--- src/rtl/sprite_lane_pool_if.sv ---
// Pixel probe, per-lane request strobes and per-lane event pulses of sprite_lane_pool.
interface sprite_lane_pool_if #(
   parameter int NUM_LANES = 4
);
   logic [9:0]           DrawX;
   logic [9:0]           DrawY;
   logic [NUM_LANES-1:0] spawn_req;
   logic [NUM_LANES-1:0] hit_req;
   logic [NUM_LANES-1:0] is_sprite;
   logic [NUM_LANES-1:0] hit_pulse;
   logic [NUM_LANES-1:0] miss_pulse;
   logic [NUM_LANES-1:0] drop_pulse;

   modport master (
      output DrawX, DrawY, spawn_req, hit_req,
      input  is_sprite, hit_pulse, miss_pulse, drop_pulse
   );

   modport slave (
      input  DrawX, DrawY, spawn_req, hit_req,
      output is_sprite, hit_pulse, miss_pulse, drop_pulse
   );
endinterface

--- src/rtl/sprite_lane_pool.sv ---
// Pool of left-scrolling sprites in independent lanes: spawn on frame tick, move,
// expire at the left edge, and remove on player hit.
module sprite_lane_pool #(
   parameter int NUM_LANES = 4,
   parameter int SLOTS     = 4,
   parameter int X_START   = 639,
   parameter int X_STEP    = 3,
   parameter int SIZE      = 40,
   parameter int Y_BASE    = 160,
   parameter int Y_PITCH   = 0,
   parameter int HIT_X_MAX = 120
) (
   input  logic                Clk,
   input  logic                Reset,
   input  logic                frame_clk,
   sprite_lane_pool_if.slave   bus
);
   localparam int IDX_W = (SLOTS > 1) ? $clog2(SLOTS) : 1;

   logic sync1, sync2, sync3, tick;

   always_ff @(posedge Clk or negedge Reset) begin
      if (!Reset) begin
         sync1 <= 1'b0;
         sync2 <= 1'b0;
         sync3 <= 1'b0;
      end else begin
         sync1 <= frame_clk;
         sync2 <= sync1;
         sync3 <= sync2;
      end
   end

   assign tick = sync2 & ~sync3;

   logic [NUM_LANES-1:0] sprite_v, hit_v, miss_v, drop_v;

   for (genvar l = 0; l < NUM_LANES; l++) begin : g_lane
      localparam logic [10:0] YTOP = 11'(Y_BASE + l * Y_PITCH);

      logic [SLOTS-1:0] valid, valid_nx;
      logic [9:0]       x [SLOTS];
      logic [9:0]       x_nx [SLOTS];
      logic             pending, pending_nx, pend_eff;
      logic             hit_found, hit_take, free_found, tick_miss;
      logic [IDX_W-1:0] hit_idx, free_idx;
      logic [9:0]       hit_x;
      logic             hit_q, miss_q, drop_q, on_sprite;

      // Hit target is the hittable slot with the smallest x; strict '<' keeps the lowest index on ties.
      always_comb begin
         hit_found  = 1'b0;
         hit_idx    = '0;
         hit_x      = '1;
         free_found = 1'b0;
         free_idx   = '0;
         for (int unsigned i = 0; i < SLOTS; i++) begin
            if (valid[i] && x[i] <= 10'(HIT_X_MAX) && (!hit_found || x[i] < hit_x)) begin
               hit_found = 1'b1;
               hit_idx   = IDX_W'(i);
               hit_x     = x[i];
            end
            if (!valid[i] && !free_found) begin
               free_found = 1'b1;
               free_idx   = IDX_W'(i);
            end
         end
      end

      assign hit_take = bus.hit_req[l] & hit_found;
      assign pend_eff = pending | bus.spawn_req[l];

      // Free slot is chosen from pre-tick validity, so slots vacated this cycle stay empty until next tick.
      always_comb begin
         valid_nx   = valid;
         x_nx       = x;
         tick_miss  = 1'b0;
         pending_nx = tick ? 1'b0 : pend_eff;
         for (int unsigned i = 0; i < SLOTS; i++) begin
            if (hit_take && hit_idx == IDX_W'(i)) begin
               valid_nx[i] = 1'b0;
            end else if (tick && valid[i]) begin
               if ({1'b0, x[i]} < 11'(X_STEP)) begin
                  valid_nx[i] = 1'b0;
                  tick_miss   = 1'b1;
               end else begin
                  x_nx[i] = x[i] - 10'(X_STEP);
               end
            end
         end
         if (tick && pend_eff && free_found) begin
            valid_nx[free_idx] = 1'b1;
            x_nx[free_idx]     = 10'(X_START);
         end
      end

      always_ff @(posedge Clk or negedge Reset) begin
         if (!Reset) begin
            valid   <= '0;
            pending <= 1'b0;
            hit_q   <= 1'b0;
            miss_q  <= 1'b0;
            drop_q  <= 1'b0;
            for (int unsigned i = 0; i < SLOTS; i++) x[i] <= '0;
         end else begin
            valid   <= valid_nx;
            x       <= x_nx;
            pending <= pending_nx;
            hit_q   <= hit_take;
            miss_q  <= tick_miss | (bus.hit_req[l] & ~hit_found);
            drop_q  <= tick & pend_eff & ~free_found;
         end
      end

      // 11-bit bounds so a sprite near the right edge clips instead of wrapping.
      always_comb begin
         on_sprite = 1'b0;
         for (int unsigned i = 0; i < SLOTS; i++) begin
            if (valid[i] &&
                {1'b0, bus.DrawX} >= {1'b0, x[i]} &&
                {1'b0, bus.DrawX} <  {1'b0, x[i]} + 11'(SIZE) &&
                {1'b0, bus.DrawY} >= YTOP &&
                {1'b0, bus.DrawY} <  YTOP + 11'(SIZE))
               on_sprite = 1'b1;
         end
      end

      assign sprite_v[l] = on_sprite;
      assign hit_v[l]    = hit_q;
      assign miss_v[l]   = miss_q;
      assign drop_v[l]   = drop_q;
   end

   assign bus.is_sprite  = sprite_v;
   assign bus.hit_pulse  = hit_v;
   assign bus.miss_pulse = miss_v;
   assign bus.drop_pulse = drop_v;
endmodule
--- src/flat_wrapper.sv ---
// flat-port wrapper written by rule: the top's interface ports become plain ports
module sprite_lane_pool_flat 
#(
   parameter int NUM_LANES = 4,
   parameter int SLOTS     = 4,
   parameter int X_START   = 639,
   parameter int X_STEP    = 3,
   parameter int SIZE      = 40,
   parameter int Y_BASE    = 160,
   parameter int Y_PITCH   = 0,
   parameter int HIT_X_MAX = 120
)
  (Clk, Reset, frame_clk, bus_DrawX, bus_DrawY, bus_spawn_req, bus_hit_req, bus_is_sprite, bus_hit_pulse, bus_miss_pulse, bus_drop_pulse);
  sprite_lane_pool_if #(.NUM_LANES(NUM_LANES)) bus_i ();
  input  logic Clk;
  input  logic Reset;
  input  logic frame_clk;
  input wire logic [$bits(bus_i.DrawX)-1:0] bus_DrawX;
  input wire logic [$bits(bus_i.DrawY)-1:0] bus_DrawY;
  input wire logic [$bits(bus_i.spawn_req)-1:0] bus_spawn_req;
  input wire logic [$bits(bus_i.hit_req)-1:0] bus_hit_req;
  output wire logic [$bits(bus_i.is_sprite)-1:0] bus_is_sprite;
  output wire logic [$bits(bus_i.hit_pulse)-1:0] bus_hit_pulse;
  output wire logic [$bits(bus_i.miss_pulse)-1:0] bus_miss_pulse;
  output wire logic [$bits(bus_i.drop_pulse)-1:0] bus_drop_pulse;
  assign bus_i.DrawX = bus_DrawX;
  assign bus_i.DrawY = bus_DrawY;
  assign bus_i.spawn_req = bus_spawn_req;
  assign bus_i.hit_req = bus_hit_req;
  assign bus_is_sprite = bus_i.is_sprite;
  assign bus_hit_pulse = bus_i.hit_pulse;
  assign bus_miss_pulse = bus_i.miss_pulse;
  assign bus_drop_pulse = bus_i.drop_pulse;
  sprite_lane_pool #(.NUM_LANES(NUM_LANES), .SLOTS(SLOTS), .X_START(X_START), .X_STEP(X_STEP), .SIZE(SIZE), .Y_BASE(Y_BASE), .Y_PITCH(Y_PITCH), .HIT_X_MAX(HIT_X_MAX)) u_core (.Clk(Clk), .Reset(Reset), .frame_clk(frame_clk), .bus(bus_i));
endmodule
--- config.mk ---
export PLATFORM = sky130hd
export DESIGN_NAME = sprite_lane_pool_flat
export DESIGN_NICKNAME = d
export VERILOG_FILES = /design/src/rtl/sprite_lane_pool_if.sv /design/src/rtl/sprite_lane_pool.sv /design/src/flat_wrapper.sv
export SDC_FILE = /design/constraint.sdc
export NUM_CORES = 1
export LEC_CHECK = 0
export CORE_UTILIZATION = 65
export DETAILED_ROUTE_END_ITERATION = 10
export HOLD_SLACK_MARGIN = 0.12
export PLACE_DENSITY = 0.83
export SLEW_MARGIN = 5
export SYNTH_ARGS = -nofsm -noshare
export SYNTH_HDL_FRONTEND = slang
export SYNTH_SLANG_ARGS = --single-unit
--- constraint.sdc ---
create_clock -name Clk -period 9.2 [get_ports Clk]
set_clock_uncertainty 0.15 [all_clocks]
set_input_delay 0.92 -clock Clk [delete_from_list [all_inputs] [get_ports Clk]]
set_output_delay 0.92 -clock Clk [all_outputs]
set_load 0.02 [all_outputs]
==> qor.csv, run 1 <==
metric,value,unit
hpwl,43400,µm
r2r-end,u_core.g_lane[2].x[9],
final-setup-viol-count,0,
cts_tree,done,
async_reset_ff_share,100,%
cap_violations,0,
worstSetupStartpointType,flip-flop,
grt_usage,33.6,%
synth_edf_count,0,
drc,0,
yosysWarningCount,0,
dieArea,35600,µm²
num_io_pins,47,
clk_path_buf_depth,2,
clk_pin_slew,0.08,ns
n_antenna_cell,0,
hold_viol,0,
drive_above_1_share,4.61,%
fin_hold_ws,0.195,ns
slew_headroom,26.5,%
port_buffers,43,
endpoint,u_core.g_lane[2].x[9],
wl_per_cell,18.6,µm
path_class,flip-flop to flip-flop,
cp-end-kind,flip-flop,
rr_startpoint,u_core.g_lane[2].x[38],
core,33900,µm²
rows,67,
antenna_found_initial,0,
outcome,completed,
setup_tns,0,ns
fillers,2708,
detail-route-antenna-nets,0,
numCtsBuffers,17,
cts-root-buf,clkbuf_16,
clkLatencyLatePin,0.46,ns
r2r_cells,30,
first_global_vias,20100,
power.density,270,nW/µm²
vias_per_cell,6.50,
place.gp.congestion,0.950,
min_period_over_period,95.3,%
synthesis.area,22600,µm²
synth_fp_nets,3240,
firstDrtPassIters,8,
grt_max_degree,81,
area_growth,5.38,%
initialDrtViolationCount,1551,
crit_slowest_cell,or4b_1,
grt_pass1_wl,98400,µm
fp.dieW,189,µm
max_freq,0.114,GHz
htree_levels,4,
hp-class,flip-flop to flip-flop,
drv_slew,0,
peakVddDrop,0.162,mV
multi_input_area,16300,µm²
min_period,8.77,ns
post_cts_buffers,0,
placed_cells,3149,
critPathMaxFanout,10,
yosysSeqAreaShare,21.6,%
stdcell_count,3181,
register_area,4880,µm²
die_h,189,µm
grt_overflow_total,0,
routed_wl,59200,µm
cts_num_sinks,195,
syn_inst,2753,
rrSetupSlack,0.43,ns
dr_total_vias,20700,
tightestPinTransition,1.10,ns
cpMostUsedCell,ha_1,
slowest_delay,0.58,ns
worstPathArrival,8.93,ns
cp.required,9.37,ns
finalNetCount,3207,
leakage,11.2,nW
synth_ff_type,dfrtp_1,
startpoint,u_core.g_lane[2].x[38],
synth_seq_cells,195,
min_from,u_core.sync1,
start_util,66.8,%
rsz0062_at_grt,false,
syn_area_per_cell,8.22,µm²
synth.distinct_cells,89,
## synth_stat cells, types with 7 or more instances
cell | instances | area, µm²
a211oi_1 | 36 | 270
a21o_1 | 31 | 233
a21oi_1 | 176 | 881
a31oi_1 | 15 | 93.8
and2_1 | 11 | 68.8
and3_1 | 8 | 50.1
and4_1 | 10 | 87.6
buf_2 | 12 | 60.1
buf_4 | 17 | 128
clkbuf_1 | 76 | 285
dfrtp_1 | 195 | 4880
ha_1 | 456 | 5710
inv_1 | 253 | 950
mux2_2 | 34 | 383
mux2i_1 | 15 | 150
nand2_1 | 193 | 724
nand2b_1 | 53 | 332
nand3_1 | 75 | 375
nand4_1 | 52 | 325
nor2_1 | 152 | 571
nor2b_1 | 54 | 338
nor3_1 | 69 | 345
nor4_1 | 32 | 200
o2111ai_1 | 15 | 131
o211ai_1 | 38 | 285
o21a_1 | 21 | 158
o21ai_0 | 247 | 1240
o21ai_1 | 12 | 60.1
o21bai_1 | 12 | 90.1
o221ai_1 | 11 | 96.3
o22ai_1 | 11 | 68.8
o311ai_0 | 31 | 272
o311ai_1 | 11 | 96.3
o31ai_1 | 7 | 52.6
or3_1 | 47 | 294
or4_1 | 17 | 128
xnor2_1 | 102 | 893
xor2_1 | 16 | 140
## state kept, by name, summed over array words and instances, names as in the netlist
register               flops
u_core.sync1               1
u_core.g_lane.miss_q       4
u_core.g_lane.drop_q       4
u_core.sync2               1
u_core.g_lane.x          160
u_core.sync3               1
u_core.g_lane.pending      4
u_core.g_lane.valid       16
u_core.g_lane.hit_q        4
## power by group
part           internal, W  switching [W]
sequential         0.00117       0.000672
combinational      0.00164        0.00216
clock             0.000456       0.000355
## cell usage in the layout (no fill, tap or decap), types with 21 or more instances in the layout
cell type	instances
inv_1	253
nand2b_1	53
or3_1	47
clkdlybuf4s50_1	35
nor4_1	32
dfrtp_1	195
mux2_2	34
ha_1	456
o311ai_0	31
nor2b_1	53
nand2_1	193
o21ai_0	246
nor3_1	69
xnor2_1	102
o211ai_1	38
nand4_1	52
a21o_1	31
a21oi_1	175
o21a_1	21
a211oi_1	35
nand3_1	75
nor2_1	151
## logic make-up (layout without fill, tap and decap cells)
group                    count (synthesis)  count (layout)  share of synthesized area [%]
buffers and inverters                  366             346                           6.49
multiplexers                            50              50                           2.41
AND/OR/NAND/NOR                        821             821                           19.0
adder cells (fa/ha/maj)                456             456                           25.2
AO/OA/AOI/OAI                          747             747                           20.8
XOR/XNOR                               118             118                           4.57
flip-flops                             195             195                           21.6
## layout make-up
cell class              instances  share of cell area [%]
inverters                     254                    4.00
clock buffers                  23                    1.88
multi-input cells            2192                    68.5
repair buffers                 60                    2.21
flip-flops and latches        195                    20.5
well taps                     448                    2.35
clock inverters                 9                   0.645
## per-layer routing
metal,part of all wire (%),wire (µm),global-route usage [%]
met3,5.8,3420,3.54
met2,48,28400,56.3
met4,2.6,1560,13.3
met1,44,25800,44.2
met5,0,0,0
## critical path, delay by kind of cell (launching register included)
kind	cells	cell delay, ns
simple gates	10	2.94
fa+ha+maj	3	0.87
mux	2	0.73
compound gates	13	3.13
flops	1	0.48
xor+xnor	1	0.13
buf+inv	1	0.16
## per-stage QoR
step	setup slack, ns	utilization (%)	power, W	area, µm²
after CTS	0.349	70.3	0.00638	23800
after floorplan	1.13	-	0.00456	22600
after global routing	0.0248	70.4	0.00708	23800
after global placement	0.637	68.5	0.00530	23200
final	0.433	70.4	0.00645	23800
after detailed placement	0.440	68.5	0.00555	23200
## timing repair
action	CTS	global route
gates resized for setup	0	9
setup endpoints to repair	0	66
hold buffers	0	0
## worst min path at each step
stage,cells past startpoint,endpoint
2_1_floorplan,0,u_core.sync2
3_3_place_gp,0,u_core.sync2
3_5_place_dp,0,u_core.sync2
5_1_grt,0,u_core.sync2
6_report,0,u_core.sync2
4_1_cts,0,u_core.sync2
(Power assumes the default switching activity.)
==> inputs of run 2 (changes only) <==
--- a/config.mk
+++ b/config.mk
@@ -5,10 +5,13 @@
 export SDC_FILE = /design/constraint.sdc
 export NUM_CORES = 1
 export LEC_CHECK = 0
-export CORE_UTILIZATION = 65
+export CAP_MARGIN = 20
+export CELL_PAD_IN_SITES_DETAIL_PLACEMENT = 1
+export CELL_PAD_IN_SITES_GLOBAL_PLACEMENT = 1
+export CORE_UTILIZATION = 50
 export DETAILED_ROUTE_END_ITERATION = 10
 export HOLD_SLACK_MARGIN = 0.12
-export PLACE_DENSITY = 0.83
+export PLACE_DENSITY_LB_ADDON = 0.1
 export SLEW_MARGIN = 5
 export SYNTH_ARGS = -nofsm -noshare
 export SYNTH_HDL_FRONTEND = slang
==> run 2 against run 1 <==
Count of clock-buffer cells in the layout down 4. Worst hold slack better by 0.0099 ns. Die area up 30%. Design area up 0.81%. Utilization is 16 points lower. First-iteration DRC count decreased by 42%. Non-clock buffer count is 7 higher. Sequential share of layout area decreased by 0.17 points. Critical endpoint is now u_core.g_lane[2].miss_q. Largest power group unchanged.
==> qor.csv, run 2 (synthesis results as in run 1) <==
metric,value,unit,change
routed_wl,69600,µm,+17%
initialDrtViolationCount,898,,-42%
largest-register,u_core.g_lane.x,,
detail-route-antenna-nets,0,,unchanged
numCtsBuffers,17,,unchanged
die_h,215,µm,+14%
setup_tns,0,ns,unchanged
wl_per_cell,20.9,µm,+12%
placed_area,23400,µm²,+1.0%
fp.dieW,215,µm,+14%
dr_total_vias,20800,,+0.68%
first_global_vias,22400,,+11%
final_cell_mix,"ha_1, inv_1, o21ai_0",,
rr_startpoint,u_core.g_lane[2].x[39],,
drive_above_1_share,5.07,%,+0.46 points
layout.cells.most_common,ha_1,,
cap_violations,0,,unchanged
largest_register_ffs,160,,unchanged
r2r-end,u_core.g_lane[2].miss_q,,
start_util,51.0,%,-16 points
cp.required,9.42,ns,+0.05 ns
clk_pin_slew,0.07,ns,about the same
cts_num_sinks,195,,unchanged
dieArea,46100,µm²,+30%
hold_end,u_core.sync2,,
slowest_delay,0.68,ns,+0.10 ns
peakVddDrop,0.167,mV,+3.2%
htree_levels,4,,unchanged
vias_per_cell,6.25,,-3.9%
cts-root-buf,clkbuf_16,,
area_growth,6.24,%,
grt_max_degree,85,,+4.9%
r2r_cells,30,,unchanged
final-setup-viol-count,0,,unchanged
n_antenna_cell,0,,unchanged
clk_path_buf_depth,2,,unchanged
num_io_pins,47,,unchanged
rows,77,,+15%
grt_usage,30.9,%,-2.7 points
drc,0,,unchanged
port_buffers,43,,unchanged
hp-class,flip-flop to flip-flop,,
antenna_found_initial,0,,unchanged
critPathMaxFanout,10,,unchanged
outcome,completed,,
cts_tree,done,,
power.density,273,nW/µm²,+0.98%
fin_util,54.1,%,-16 points
rsz0062_at_grt,true,,
stdcell_area,24000,µm²,+0.81%
hold_viol,0,,unchanged
hold_depth,0,,unchanged
worstSetupStartpointType,flip-flop,,
cp-end-kind,flip-flop,,
min_from,u_core.sync1,,
min_period_over_period,95.7,%,+0.40 points
path_class,flip-flop to flip-flop,,
clkLatencyLatePin,0.51,ns,+0.05 ns
place.gp.congestion,0.904,,-4.9%
hpwl,52100,µm,+20%
worstPathArrival,9.02,ns,+0.09 ns
grt_pass1_wl,115000,µm,+17%
power,0.00656,W,+1.8%
finalNetCount,3214,,+0.22%
firstDrtPassIters,5,,-3
rrSetupSlack,0.40,ns,-0.04 ns
fin_hold_ws,0.205,ns,+0.00986 ns
leakage,11.2,nW,+0.22%
top_regs,"u_core.g_lane.x (160), u_core.g_lane.valid (16)",,
tightestPinTransition,1.17,ns,+0.0629 ns
drv_slew,0,,unchanged
crit_slowest_cell,o311ai_2,,
grt_overflow_total,0,,unchanged
max_freq,0.114,GHz,-0.42%
core,44400,µm²,+31%
fillers,5427,,+100%
min_period,8.80,ns,+0.0369 ns
slew_headroom,22.3,%,-4.2 points
==> run 2: cell types whose count changed in the layout (fill, tap and decap cells not counted), sizes merged <==
cell,previous run,this run
inv,255,254
clkinvlp,2,4
clkbuf,24,19
buf,24,32
bufinv,4,1
clkinv,2,8
==> run 2: repair_timing <==
action,CTS,global route
setup buffers,0,0
hold buffers,0,0
setup endpoints to repair,0,91
gates resized for setup,0,10
==> run 2: where the power goes <==
group	leakage [nW]	total (W)	internal, W	switching (W)
Combinational	8.74	0.00393	0.00165	0.00228
Sequential	2.20	0.00187	0.00117	0.000698
Clock	0.270	0.000763	0.000384	0.000379
==> run 2: metal layers <==
metal  share of wire, %  global-route usage, %
met5                  0                      0
met4                3.0                   11.1
met3                2.6                   4.29
met2                 50                   54.9
met1                 45                   37.7
==> run 2: worst max path at each step <==
stage                                start  cells after the start                      end  slack, ns
floorplan           u_core.g_lane[2].x[38]                     33   u_core.g_lane[2].x[28]       1.13
global placement    u_core.g_lane[2].x[38]                     30  u_core.g_lane[2].miss_q       0.63
detailed placement  u_core.g_lane[2].x[38]                     31    u_core.g_lane[2].x[9]       0.24
CTS                 u_core.g_lane[2].x[38]                     31    u_core.g_lane[2].x[9]       0.20
global route        u_core.g_lane[2].x[38]                     30  u_core.g_lane[2].miss_q      -0.02
finish              u_core.g_lane[2].x[39]                     30  u_core.g_lane[2].miss_q       0.40
==> run 2: cell type report <==
| cell class | instances | area [µm²] | area share [%] |
|---|---|---|---|
| Timing Repair Buffer | 67 | 581 | 2.41 |
| Clock buffer | 19 | 453 | 1.88 |
| Tap cell | 592 | 741 | 3.08 |
| Multi-Input combinational cell | 2192 | 16300 | 67.9 |
| Clock inverter | 13 | 111 | 0.463 |
| Inverter | 254 | 953 | 3.97 |
| Sequential cell | 195 | 4880 | 20.3 |
==> run 2: worst max-delay path: cells and delay by family, from the launching register on <==
kind                       cells  cell delay, ns
AOI/OAI and AO/OA             17            4.52
adders and majority gates      3            0.74
buffers and inverters          3            0.47
DFF                            1            0.47
muxes                          2            0.70
and+or+nand+nor                5            1.61
==> run 2: metrics by stage <==
stage | setup WS (ns) | std cells
2_1_floorplan | 1.13 | 2753
3_3_place_gp | 0.630 | 3300
3_5_place_dp | 0.244 | 3300
4_1_cts | 0.202 | 3332
5_1_grt | -0.0209 | 3332
6_report | 0.396 | 3332
